--- src/rtl/display_capture.sv ---
// Readback monitor for a multiplexed 7-segment bus: debounces each digit dwell,
// decodes the lit pattern to a nibble and reassembles the 16-bit displayed value.
module display_capture #(
    parameter int SETTLE  = 4,
    parameter int TIMEOUT = 4096
) (
    input  logic        clk5,
    input  logic        reset,
    input  logic [7:0]  digit,
    input  logic [7:0]  segment,
    output logic [15:0] value,
    output logic        valid,
    output logic        err,
    output logic [1:0]  err_code,
    output logic        stale
);

    localparam int CW = $clog2(SETTLE + 1);
    localparam int TW = $clog2(TIMEOUT) + 1;

    typedef enum logic {SYNC, COLLECT} state_t;

    localparam logic [1:0] CODE_PAT   = 2'b01;
    localparam logic [1:0] CODE_STRB  = 2'b10;
    localparam logic [1:0] CODE_ORDER = 2'b11;

    function automatic logic [4:0] decode_seg(input logic [6:0] p);
        case (p)
            7'h01: decode_seg = 5'h10;
            7'h4F: decode_seg = 5'h11;
            7'h12: decode_seg = 5'h12;
            7'h06: decode_seg = 5'h13;
            7'h4C: decode_seg = 5'h14;
            7'h24: decode_seg = 5'h15;
            7'h20: decode_seg = 5'h16;
            7'h0F: decode_seg = 5'h17;
            7'h00: decode_seg = 5'h18;
            7'h04: decode_seg = 5'h19;
            7'h08: decode_seg = 5'h1A;
            7'h60: decode_seg = 5'h1B;
            7'h31: decode_seg = 5'h1C;
            7'h42: decode_seg = 5'h1D;
            7'h30: decode_seg = 5'h1E;
            7'h38: decode_seg = 5'h1F;
            default: decode_seg = 5'h00;
        endcase
    endfunction

    logic [7:0]    dig_q, seg_q;
    logic [CW-1:0] settle_cnt, settle_nxt;
    logic          changed, capture;
    logic [7:0]    smp_dig;
    logic [6:0]    smp_pat;
    logic [4:0]    dec;
    logic          pat_ok, strobe_ok, blank;
    logic [1:0]    idx;

    assign changed = ({digit, segment} != {dig_q, seg_q});

    // The settle count restarts on the edge that loads a new sample, so the
    // capture lands SETTLE-1 edges after the first edge that saw the value.
    always_comb begin
        if (changed)
            settle_nxt = CW'(1);
        else if (settle_cnt == CW'(SETTLE))
            settle_nxt = settle_cnt;
        else
            settle_nxt = settle_cnt + CW'(1);
    end

    always_comb begin
        if (SETTLE == 1) begin
            smp_dig = digit;
            smp_pat = segment[7:1];
        end else begin
            smp_dig = dig_q;
            smp_pat = seg_q[7:1];
        end
    end

    assign dec    = decode_seg(smp_pat);
    assign pat_ok = dec[4];
    assign blank  = (smp_dig == 8'hFF);

    always_comb begin
        strobe_ok = (smp_dig[7:4] == 4'hF);
        idx       = 2'd0;
        unique case (smp_dig[3:0])
            4'hE:    idx = 2'd0;
            4'hD:    idx = 2'd1;
            4'hB:    idx = 2'd2;
            4'h7:    idx = 2'd3;
            default: strobe_ok = 1'b0;
        endcase
    end

    assign capture = (settle_nxt == CW'(SETTLE)) &&
                     (changed || settle_cnt != CW'(SETTLE)) && !blank;

    // NOTE: sequential state uses non-blocking assignments so every register
    // samples the pre-edge values regardless of statement order.
    always_ff @(posedge clk5 or negedge reset) begin
        if (!reset) begin
            dig_q      <= 8'hFF;
            seg_q      <= 8'hFF;
            settle_cnt <= '0;
        end else begin
            dig_q      <= digit;
            seg_q      <= segment;
            settle_cnt <= settle_nxt;
        end
    end

    state_t     state, state_nxt;
    logic [1:0] expect_q, expect_nxt;
    logic       store_nib, frame_done, err_set;
    logic [1:0] code_nxt;

    always_ff @(posedge clk5 or negedge reset) begin
        if (!reset) state <= SYNC;
        else        state <= state_nxt;
    end

    // NOTE: every output of this block is given a default first, so no path
    // leaves a variable unassigned and no latch can be inferred.
    always_comb begin
        state_nxt  = state;
        expect_nxt = expect_q;
        store_nib  = 1'b0;
        frame_done = 1'b0;
        err_set    = 1'b0;
        code_nxt   = err_code;
        if (capture) begin
            unique case (state)
                SYNC: begin
                    if (!strobe_ok) begin
                        err_set  = 1'b1;
                        code_nxt = CODE_STRB;
                    end else if (idx == 2'd0 && pat_ok) begin
                        store_nib  = 1'b1;
                        expect_nxt = 2'd1;
                        state_nxt  = COLLECT;
                    end
                end
                COLLECT: begin
                    if (!pat_ok) begin
                        err_set   = 1'b1;
                        code_nxt  = CODE_PAT;
                        state_nxt = SYNC;
                    end else if (!strobe_ok) begin
                        err_set   = 1'b1;
                        code_nxt  = CODE_STRB;
                        state_nxt = SYNC;
                    end else if (idx != expect_q) begin
                        err_set  = 1'b1;
                        code_nxt = CODE_ORDER;
                        // A stray digit 0 is the start of the next frame.
                        if (idx == 2'd0) begin
                            store_nib  = 1'b1;
                            expect_nxt = 2'd1;
                        end else begin
                            state_nxt = SYNC;
                        end
                    end else if (idx == 2'd3) begin
                        frame_done = 1'b1;
                        state_nxt  = SYNC;
                    end else begin
                        store_nib  = 1'b1;
                        expect_nxt = expect_q + 2'd1;
                    end
                end
                default: state_nxt = SYNC;
            endcase
        end
    end

    logic [3:0] nib0, nib1, nib2;

    // NOTE: the partial-frame nibbles are reset along with everything else so
    // a reset mid-frame cannot leak old digits into the next value.
    always_ff @(posedge clk5 or negedge reset) begin
        if (!reset) begin
            expect_q <= 2'd0;
            nib0     <= 4'h0;
            nib1     <= 4'h0;
            nib2     <= 4'h0;
            value    <= 16'h0000;
            valid    <= 1'b0;
            err      <= 1'b0;
            err_code <= 2'b00;
        end else begin
            expect_q <= expect_nxt;
            valid    <= frame_done;
            err      <= err_set;
            err_code <= code_nxt;
            if (store_nib) begin
                case (idx)
                    2'd0:    nib0 <= dec[3:0];
                    2'd1:    nib1 <= dec[3:0];
                    default: nib2 <= dec[3:0];
                endcase
            end
            if (frame_done)
                value <= {dec[3:0], nib2, nib1, nib0};
        end
    end

    logic [TW-1:0] tcnt;

    always_ff @(posedge clk5 or negedge reset) begin
        if (!reset)
            tcnt <= '0;
        else if (capture)
            tcnt <= '0;
        else if (tcnt < TW'(TIMEOUT))
            tcnt <= tcnt + TW'(1);
    end

    assign stale = (tcnt >= TW'(TIMEOUT));

endmodule

--- config.mk ---
export PLATFORM = sky130hd
export DESIGN_NAME = display_capture
export DESIGN_NICKNAME = d
export VERILOG_FILES = /design/src/rtl/display_capture.sv
export SDC_FILE = /design/constraint.sdc
export NUM_CORES = 1
export LEC_CHECK = 0
export BUFFER_PORTS_ARGS = -buffer_cell sky130_fd_sc_hd__buf_2
export CORE_AREA = 2 2 130 81
export CTS_CLUSTER_SIZE = 14
export DETAILED_ROUTE_END_ITERATION = 6
export DIE_AREA = 0 0 132 83
export GPL_TIMING_DRIVEN = 0
export HOLD_SLACK_MARGIN = 0.03
export PLACE_DENSITY = 0.66
export SETUP_SLACK_MARGIN = 0.5
export SLEW_MARGIN = 20
export SYNTH_ARGS = -nofsm -noshare
export SYNTH_HDL_FRONTEND = slang
export SYNTH_SLANG_ARGS = --single-unit
--- constraint.sdc ---
create_clock -name clk5 -period 2.7 [get_ports clk5]
set_input_delay 0.135 -clock clk5 [delete_from_list [all_inputs] [get_ports clk5]]
set_output_delay 0.135 -clock clk5 [all_outputs]
set_load 0.005 [all_outputs]
==> results of run 1 <==
[timing repair]
action	in CTS	in global routing
hold buffers	17	0
pin swaps	13	8
gates resized for setup	39	25
hold endpoints to repair	67	0
endpoints found under the setup margin	43	46
cloned	1	1
buffers inserted	18	6
[worst paths after layout]
| kind | to | start | slack (ns) |
|---|---|---|---|
| hold / removal | value[2]$_DFFE_PN0P_ | reset | 0.22 |
| min in group clk5 | dig_q[7]$_DFF_PN1_ | digit[7] | 0.47 |
| setup reg to reg | nib2[2]$_DFFE_PN0P_ | dig_q[0]$_DFF_PN1_ | 0.19 |
| hold reg to reg | value[13]$_DFFE_PN0P_ | value[13]$_DFFE_PN0P_ | 0.51 |
| setup / recovery | nib2[2]$_DFFE_PN0P_ | dig_q[0]$_DFF_PN1_ | 0.19 |
| max in group asynchronous | seg_q[2]$_DFF_PN1_ | reset | 1.89 |
[logic make-up after synthesis]
family | share of synthesized area
muxes | 0.119
adders and majority gates | 0.0149
xor gates and xnor gates | 0.0778
DFF | 0.505
AOI/OAI and AO/OA | 0.0748
buffers and inverters | 0.0320
and+or+nand+nor | 0.177
[cell usage in the layout (no fill, tap or decap), types with 3 or more instances in the layout]
cell type	netlist	final
dfrtp_1	51	51
buf_6	3	13
mux2_4	14	28
buf_4	0	17
nand3b_1	3	3
nand4_1	10	10
nand2_1	15	12
xor2_1	9	9
nor2_1	22	21
xnor2_1	19	16
dfstp_2	16	16
xnor2_2	1	4
nor3_2	0	3
inv_1	6	6
dlygate4sd3_1	0	17
o21ai_1	1	3
buf_8	0	3
clkbuf_16	0	10
nor3b_1	3	3
buf_2	5	40
ha_1	4	4
and4b_1	3	3
nand2b_1	5	4
o21ai_0	8	6
nor3_1	8	5
a21oi_1	8	7
nand3_1	3	3
[state kept, by name, summed over array words and instances (netlist names)]
signal / flops
err: 1
nib2: 4
nib1: 4
expect_q: 2
state: 1
settle_cnt: 3
err_code: 2
value: 16
seg_q: 8
nib0: 4
valid: 1
dig_q: 8
tcnt: 13
[worst max-delay path, stage by stage, from the launching register on]
cell,delay [ns]
dfstp_2,0.53
buf_6,0.11
xnor2_1,0.12
nand4_1,0.15
nor4_4,0.29
buf_6,0.16
o2111ai_4,0.11
or4b_4,0.60
mux2_4,0.32
[metrics by stage]
stage / util / worst slack (ns) / TNS [ns]
finish: 0.492 / 0.190 / 0
global route: 0.492 / 0.0941 / 0
CTS: 0.478 / 0.173 / 0
detailed placement: 0.392 / -0.101 / -1.24
global placement: 0.389 / -0.0890 / -1.06
floorplan: - / 0.207 / 0
[per-layer routing]
layer,global-route usage,share of wire,vias up
li1,-,-,1190
met1,0.217,0.51,1207
met2,0.204,0.43,54
met3,0.0531,0.044,5
met4,0.0385,0.0089,0
met5,0,0,-
[report_power, final]
| part | switching (mW) | internal, mW |
|---|---|---|
| Clock | 0.433 | 0.861 |
| Sequential | 0.0140 | 1.03 |
| Combinational | 0.0925 | 0.0913 |
| Total | 0.540 | 1.98 |
[area by class of cell]
class | count | share of cell area
clock inverters | 5 | 0.0173
inverters | 6 | 0.00472
repair buffers | 82 | 0.133
clock buffers | 11 | 0.0529
flip-flops and latches | 67 | 0.355
multi-input cells | 194 | 0.367
well taps | 135 | 0.0354
plain buffers | 15 | 0.0343
==> reports/results.ini, run 1 <==
[status]
status=finished, final reports clean

[final_layout]
multi_input_area_um2=1750
layout-drive-gt1-share=0.453
layout.nets=397
diodes=0
area_growth_pct=42.0
regArea_um2=1700
final_cells=515
fillers=878
final_area_um2=4770

[clocking]
cts_max_level=3
path_clk_slew_ns=0.06
clk-insertion-delay-late_ns=0.33
clockBufferDepth=2
tritoncts=yes
cts.sinks=67
root_buffer=clkbuf_16
cts_buffers=9

[floorplan]
die_area_um2=11000
coreArea_um2=9700
die_h_um=83
row_count=28
floorplan.initialDensity=0.346
io-pin-count=39
fp.dieW_um=132

[synth]
syn_avg_cell_area_um2=11.9
synth_ff_type=dfrtp_1
synth_area_um2=3360
synthTopCellsByArea=dfrtp_1 38%, dfstp_2 13%, mux2_4 6.3%
synth_top_area_frac=0.380
synth_async_sr_flop_share=1.00
synth_largest_area_cell=dfrtp_1
synth-seq-cells=67
ys_seq_area_frac=0.505
synth_cell_type_count=59
syn_nets=304
yosysMostFrequentCell=dfrtp_1
synth_edf_count=0
netlist_instances=282
yosysWarnings=0
synth_common_cells=51 x dfrtp_1, 22 x nor2_1, 19 x xnor2_1

[pwr]
power_density_nw_per_um2=528
worst_ir_drop_vdd_mv=0.284
p_leak_nw=2.18
p_total_mw=2.52

[critical_path]
crit_type=reg -> reg
worstPathRequired_ns=2.92
end_kind=register
start_kind=register
ff2ff_path_depth=8
crit_arrival_ns=2.73
path_max_fanout=5

[global_routing]
grt_max_degree=51
track_usage=0.148
grt_overflow=0
grt_pass1_vias=2454
antenna_found_initial=0
grt_pass1_wl_um=12800

[detailed_routing]
drt_wl_total_um=7800
first_pass_iters=4
vias_per_cell=4.77
drt_iter0_markers=122
via_count=2456
post-route-drc-count=0
avgRoutedWirePerCell_um=15.1
postRouteAntennaNets=0

[placement]
dp.cells=456
io_buffers=38
gp_congestion=0.841
placed_cell_area_um2=3800
dp_hpwl_um=5020

[sta]
hold_slack_ns=0.221
slew_viol_final=0
fmax_ghz=0.398
slew_headroom=0.462
finalClockSkew_ns=0.00515
min_period_ns=2.51
rsz0062_at_grt=true
hold_violations=0
setup_violations=0
post-route-period-util=0.929
tightest_slew_ns=0.795

[worst_hold_path]
hp-class=in -> async

[job]
drv_cap=0

No activity file was read; power rests on OpenSTA's default activity.
==> run 2, diff against run 1 <==
ABC_AREA = 1   (was not set)
CORE_AREA = 2 2 132 83   (was 2 2 130 81)
DIE_AREA = 0 0 134 85   (was 0 0 132 83)
PLACE_DENSITY = 0.65   (was 0.66)
==> run 2 against run 1 <==
Effect of this change:
- synthesized area grew 3.7%
- synthesized cell count grew 62%
- total power grew 0.39%
- clock skew grew 0.0035 ns
- first-iteration DRC count shrank 15%
- wire length shrank 2.2%
- worst hold slack gained 0.024 ns
- sequential share of layout area grew 1.7 points
- count of clock-buffer cells in the layout shrank 2
- combinational power grew 32%
- die area grew 4.0%
- critical endpoint is now nib2[0]$_DFFE_PN0P_
- largest cell class is now flip-flops and latches
- largest power group unchanged
==> reports/results.ini, run 2 <==
[placement]
gp_congestion=0.861  ; was 0.841
io_buffers=38  ; unchanged
dp_slack_ns=0.441  ; was -0.101 ns
dp.cells=636  ; was 456
dp_hpwl_um=5650  ; was 5020 um
placed_cell_area_um2=3870  ; was 3800 um2

[pwr]
clkPwrFrac=0.462  ; was 0.514
seqPwrFrac=0.442  ; was 0.413
pwr-share-comb=0.096  ; was 0.073
power_density_nw_per_um2=556  ; was 528 nW/um2
p_total_mw=2.53  ; was 2.52 mW
p_leak_nw=2.49  ; was 2.18 nW
switchingPower_uw=639  ; was 540 uW
switching_share=0.253  ; was 0.214
worst_ir_drop_vdd_mv=0.387  ; was 0.284 mV
intPower_mw=1.89  ; was 1.98 mW

[critical_path]
max_stage_delay_ns=0.57  ; was 0.60 ns
worstPathCellList=buf_4 > nand2_1 > nor2_2 > nand3_1 > nand3_1 > nor2_2 > nand2_4 > nand2_4 > o21ai_4 > buf_4 > nand4_1 > nand2_1  ; was buf_6 > xnor2_1 > nand4_1 > nor4_4 > buf_6 > o2111ai_4 > or4b_4 > mux2_4
start_kind=register  ; unchanged
crit_type=reg -> reg  ; unchanged
cpMaxStageDelayCell=dfstp_2  ; was or4b_4
crit_arrival_ns=2.40  ; was 2.73 ns
worstPathRequired_ns=2.97  ; was 2.92 ns
path_max_fanout=10  ; was 5
end_kind=register  ; unchanged

[floorplan]
io-pin-count=39  ; unchanged
die_area_um2=11400  ; was 11000 um2
coreArea_um2=10200  ; was 9700 um2
die_h_um=85  ; was 83 um
row_count=29  ; was 28
floorplan.initialDensity=0.342  ; was 0.346
fp.dieW_um=134  ; was 132 um

[sta]
slew_viol_final=0  ; unchanged
slew_headroom=0.678  ; was 0.462
setup_violations=0  ; unchanged
setup_slack_ns=0.572  ; was 0.190 ns
post-route-period-util=0.788  ; was 0.929
hold_violations=0  ; unchanged
min_period_ns=2.13  ; was 2.51 ns
hold_slack_ns=0.245  ; was 0.221 ns
fmax_ghz=0.470  ; was 0.398 GHz
rsz0062_at_grt=true  ; unchanged
tightest_slew_ns=0.480  ; was 0.795 ns
finalClockSkew_ns=0.00869  ; was 0.00515 ns
setup-tns-final_ns=0  ; unchanged

[final_layout]
layout.nets=556  ; was 397
final_area_um2=4550  ; was 4770 um2
final_cell_mix=140 x nand2_1, 63 x inv_1, 51 x dfrtp_1, 41 x nor2_1, 37 x buf_2  ; was 51 x dfrtp_1, 40 x buf_2, 28 x mux2_4, 21 x nor2_1
postLayoutCoreUtil=0.446  ; was 0.492
top_register=value  ; unchanged
layout-drive-gt1-share=0.258  ; was 0.453
final_common_cell=nand2_1  ; was dfrtp_1
largest_reg_flops=16  ; unchanged
final_cells=678  ; was 515
diodes=0  ; unchanged
top_regs=value x16, tcnt x13  ; unchanged
area_growth_pct=30.6  ; was 42.0%
fillers=985  ; was 878

[global_routing]
grt_max_degree=45  ; was 51
grt_pass1_wl_um=13100  ; was 12800 um
antenna_found_initial=0  ; unchanged
grt_pass1_vias=2944  ; was 2454
grt_overflow=0  ; unchanged
track_usage=0.144  ; was 0.148

[clocking]
cts.sinks=67  ; unchanged
root_buffer=clkbuf_16  ; unchanged
path_clk_slew_ns=0.06  ; about the same
cts_buffers=9  ; unchanged
tritoncts=yes  ; unchanged
clk-insertion-delay-late_ns=0.33  ; about the same
cts_max_level=3  ; unchanged
clockBufferDepth=2  ; unchanged

[synth]
syn_avg_cell_area_um2=7.61  ; was 11.9 um2
synth-seq-cells=67  ; unchanged
synth_common_cells=156 x nand2_1, 65 x inv_1, 51 x dfrtp_1  ; was 51 x dfrtp_1, 22 x nor2_1, 19 x xnor2_1
synth_cell_type_count=31  ; was 59
ys_seq_area_frac=0.487  ; was 0.505
synth_area_um2=3480  ; was 3360 um2
netlist_instances=458  ; was 282
synth_async_sr_flop_share=1.00  ; unchanged
synth_edf_count=0  ; unchanged
synthTopCellsByArea=dfrtp_1 37%, nand2_1 17%, dfstp_2 12%  ; was dfrtp_1 38%, dfstp_2 13%, mux2_4 6.3%
yosysMostFrequentCell=nand2_1  ; was dfrtp_1
syn_nets=480  ; was 304
synth_top_area_frac=0.366  ; was 0.380
synth_largest_area_cell=dfrtp_1  ; unchanged
yosysWarnings=0  ; unchanged
synth_ff_type=dfrtp_1  ; unchanged

[detailed_routing]
drt_wl_total_um=7630  ; was 7800 um
avgRoutedWirePerCell_um=11.2  ; was 15.1 um
post-route-drc-count=0  ; unchanged
drt_iter0_markers=104  ; was 122
vias_per_cell=4.45  ; was 4.77
via_count=3020  ; was 2456
first_pass_iters=4  ; unchanged
postRouteAntennaNets=0  ; unchanged

[worst_hold_path]
hp-class=in -> async  ; unchanged

[status]
status=finished, final reports clean  ; unchanged

[job]
drv_cap=0  ; unchanged

==> run 2: cell types whose count changed in the layout (fill, tap and decap cells not counted), sizes merged, moves of 3 or more <==
cell	previous run	this run
and2	3	0
and4b	3	0
buf	76	52
clkbuf	15	12
clkinvlp	0	3
inv	7	75
mux2	29	0
nand2	15	163
nand2b	6	0
nand3	3	23
nand4	10	21
nor2	22	54
nor4	3	0
xnor2	20	0
==> run 2: critical path, delay by kind of cell, from the launching register on <==
family          cells  cell delay, ns
flops               1            0.57
compound gates      1            0.22
simple gates        9            0.95
buf+inv             2            0.33
==> run 2: path summary, 6_finish.rpt <==
| path | cells after the start | start | slack (ns) | end |
|---|---|---|---|---|
| setup / recovery | 12 | seg_q[6]$_DFF_PN1_ | 0.57 | nib2[0]$_DFFE_PN0P_ |
| hold / removal | 2 | reset | 0.24 | settle_cnt[2]$_DFF_PN0_ |
| setup reg to reg | 12 | seg_q[6]$_DFF_PN1_ | 0.57 | nib2[0]$_DFFE_PN0P_ |
| hold reg to reg | 2 | nib2[2]$_DFFE_PN0P_ | 0.48 | nib2[2]$_DFFE_PN0P_ |
| max in group asynchronous | 3 | reset | 1.93 | tcnt[0]$_DFFE_PN0P_ |
| min in group clk5 | 2 | digit[4] | 0.47 | dig_q[4]$_DFF_PN1_ |
==> run 2: cell families after synthesis <==
| family | Yosys count | share of synthesized area |
|---|---|---|
| adder cells (fa/ha/maj) | 4 | 0.0144 |
| flip-flops | 67 | 0.487 |
| buffers and inverters | 80 | 0.0930 |
| XOR/XNOR | 7 | 0.0176 |
| AO/OA/AOI/OAI | 23 | 0.0417 |
| AND/OR/NAND/NOR | 277 | 0.346 |
==> run 2: layout make-up <==
cell class / instances / area (um2) / area share
well taps: 139 / 174 / 0.0382
multi-input cells: 311 / 1570 / 0.345
clock inverters: 7 / 75.1 / 0.0165
repair buffers: 65 / 468 / 0.103
inverters: 73 / 274 / 0.0602
plain buffers: 7 / 65.1 / 0.0143
clock buffers: 9 / 225 / 0.0495
flip-flops and latches: 67 / 1700 / 0.373
==> run 2: power groups by stage <==
stage | clock (mW) | combinational (mW) | sequential [mW]
finish | 1.17 | 0.242 | 1.12
global route | 1.25 | 0.281 | 1.13
CTS | 1.19 | 0.236 | 1.12
detailed placement | 0 | 0.217 | 1.13
global placement | 0 | 0.206 | 1.13
floorplan | 0 | 0.147 | 1.12
==> run 2: layer usage <==
| metal | up-vias | share of wire | GRT usage |
|---|---|---|---|
| met1 | 1375 | 0.52 | 0.197 |
| met3 | 13 | 0.053 | 0.0472 |
| li1 | 1580 | - | - |
| met4 | 0 | 0.016 | 0.0513 |
| met2 | 52 | 0.41 | 0.213 |
| met5 | - | 0 | 0 |
==> run 2: what timing repair did <==
item                                   in CTS  in global routing
setup endpoints to repair                  10                 34
endpoints found under the hold margin      39                  0
buffers inserted                            0                  8
pin swaps                                   0                 20
gates cloned                                0                  1
hold buffers                               17                  0
gates resized for setup                     1                 41
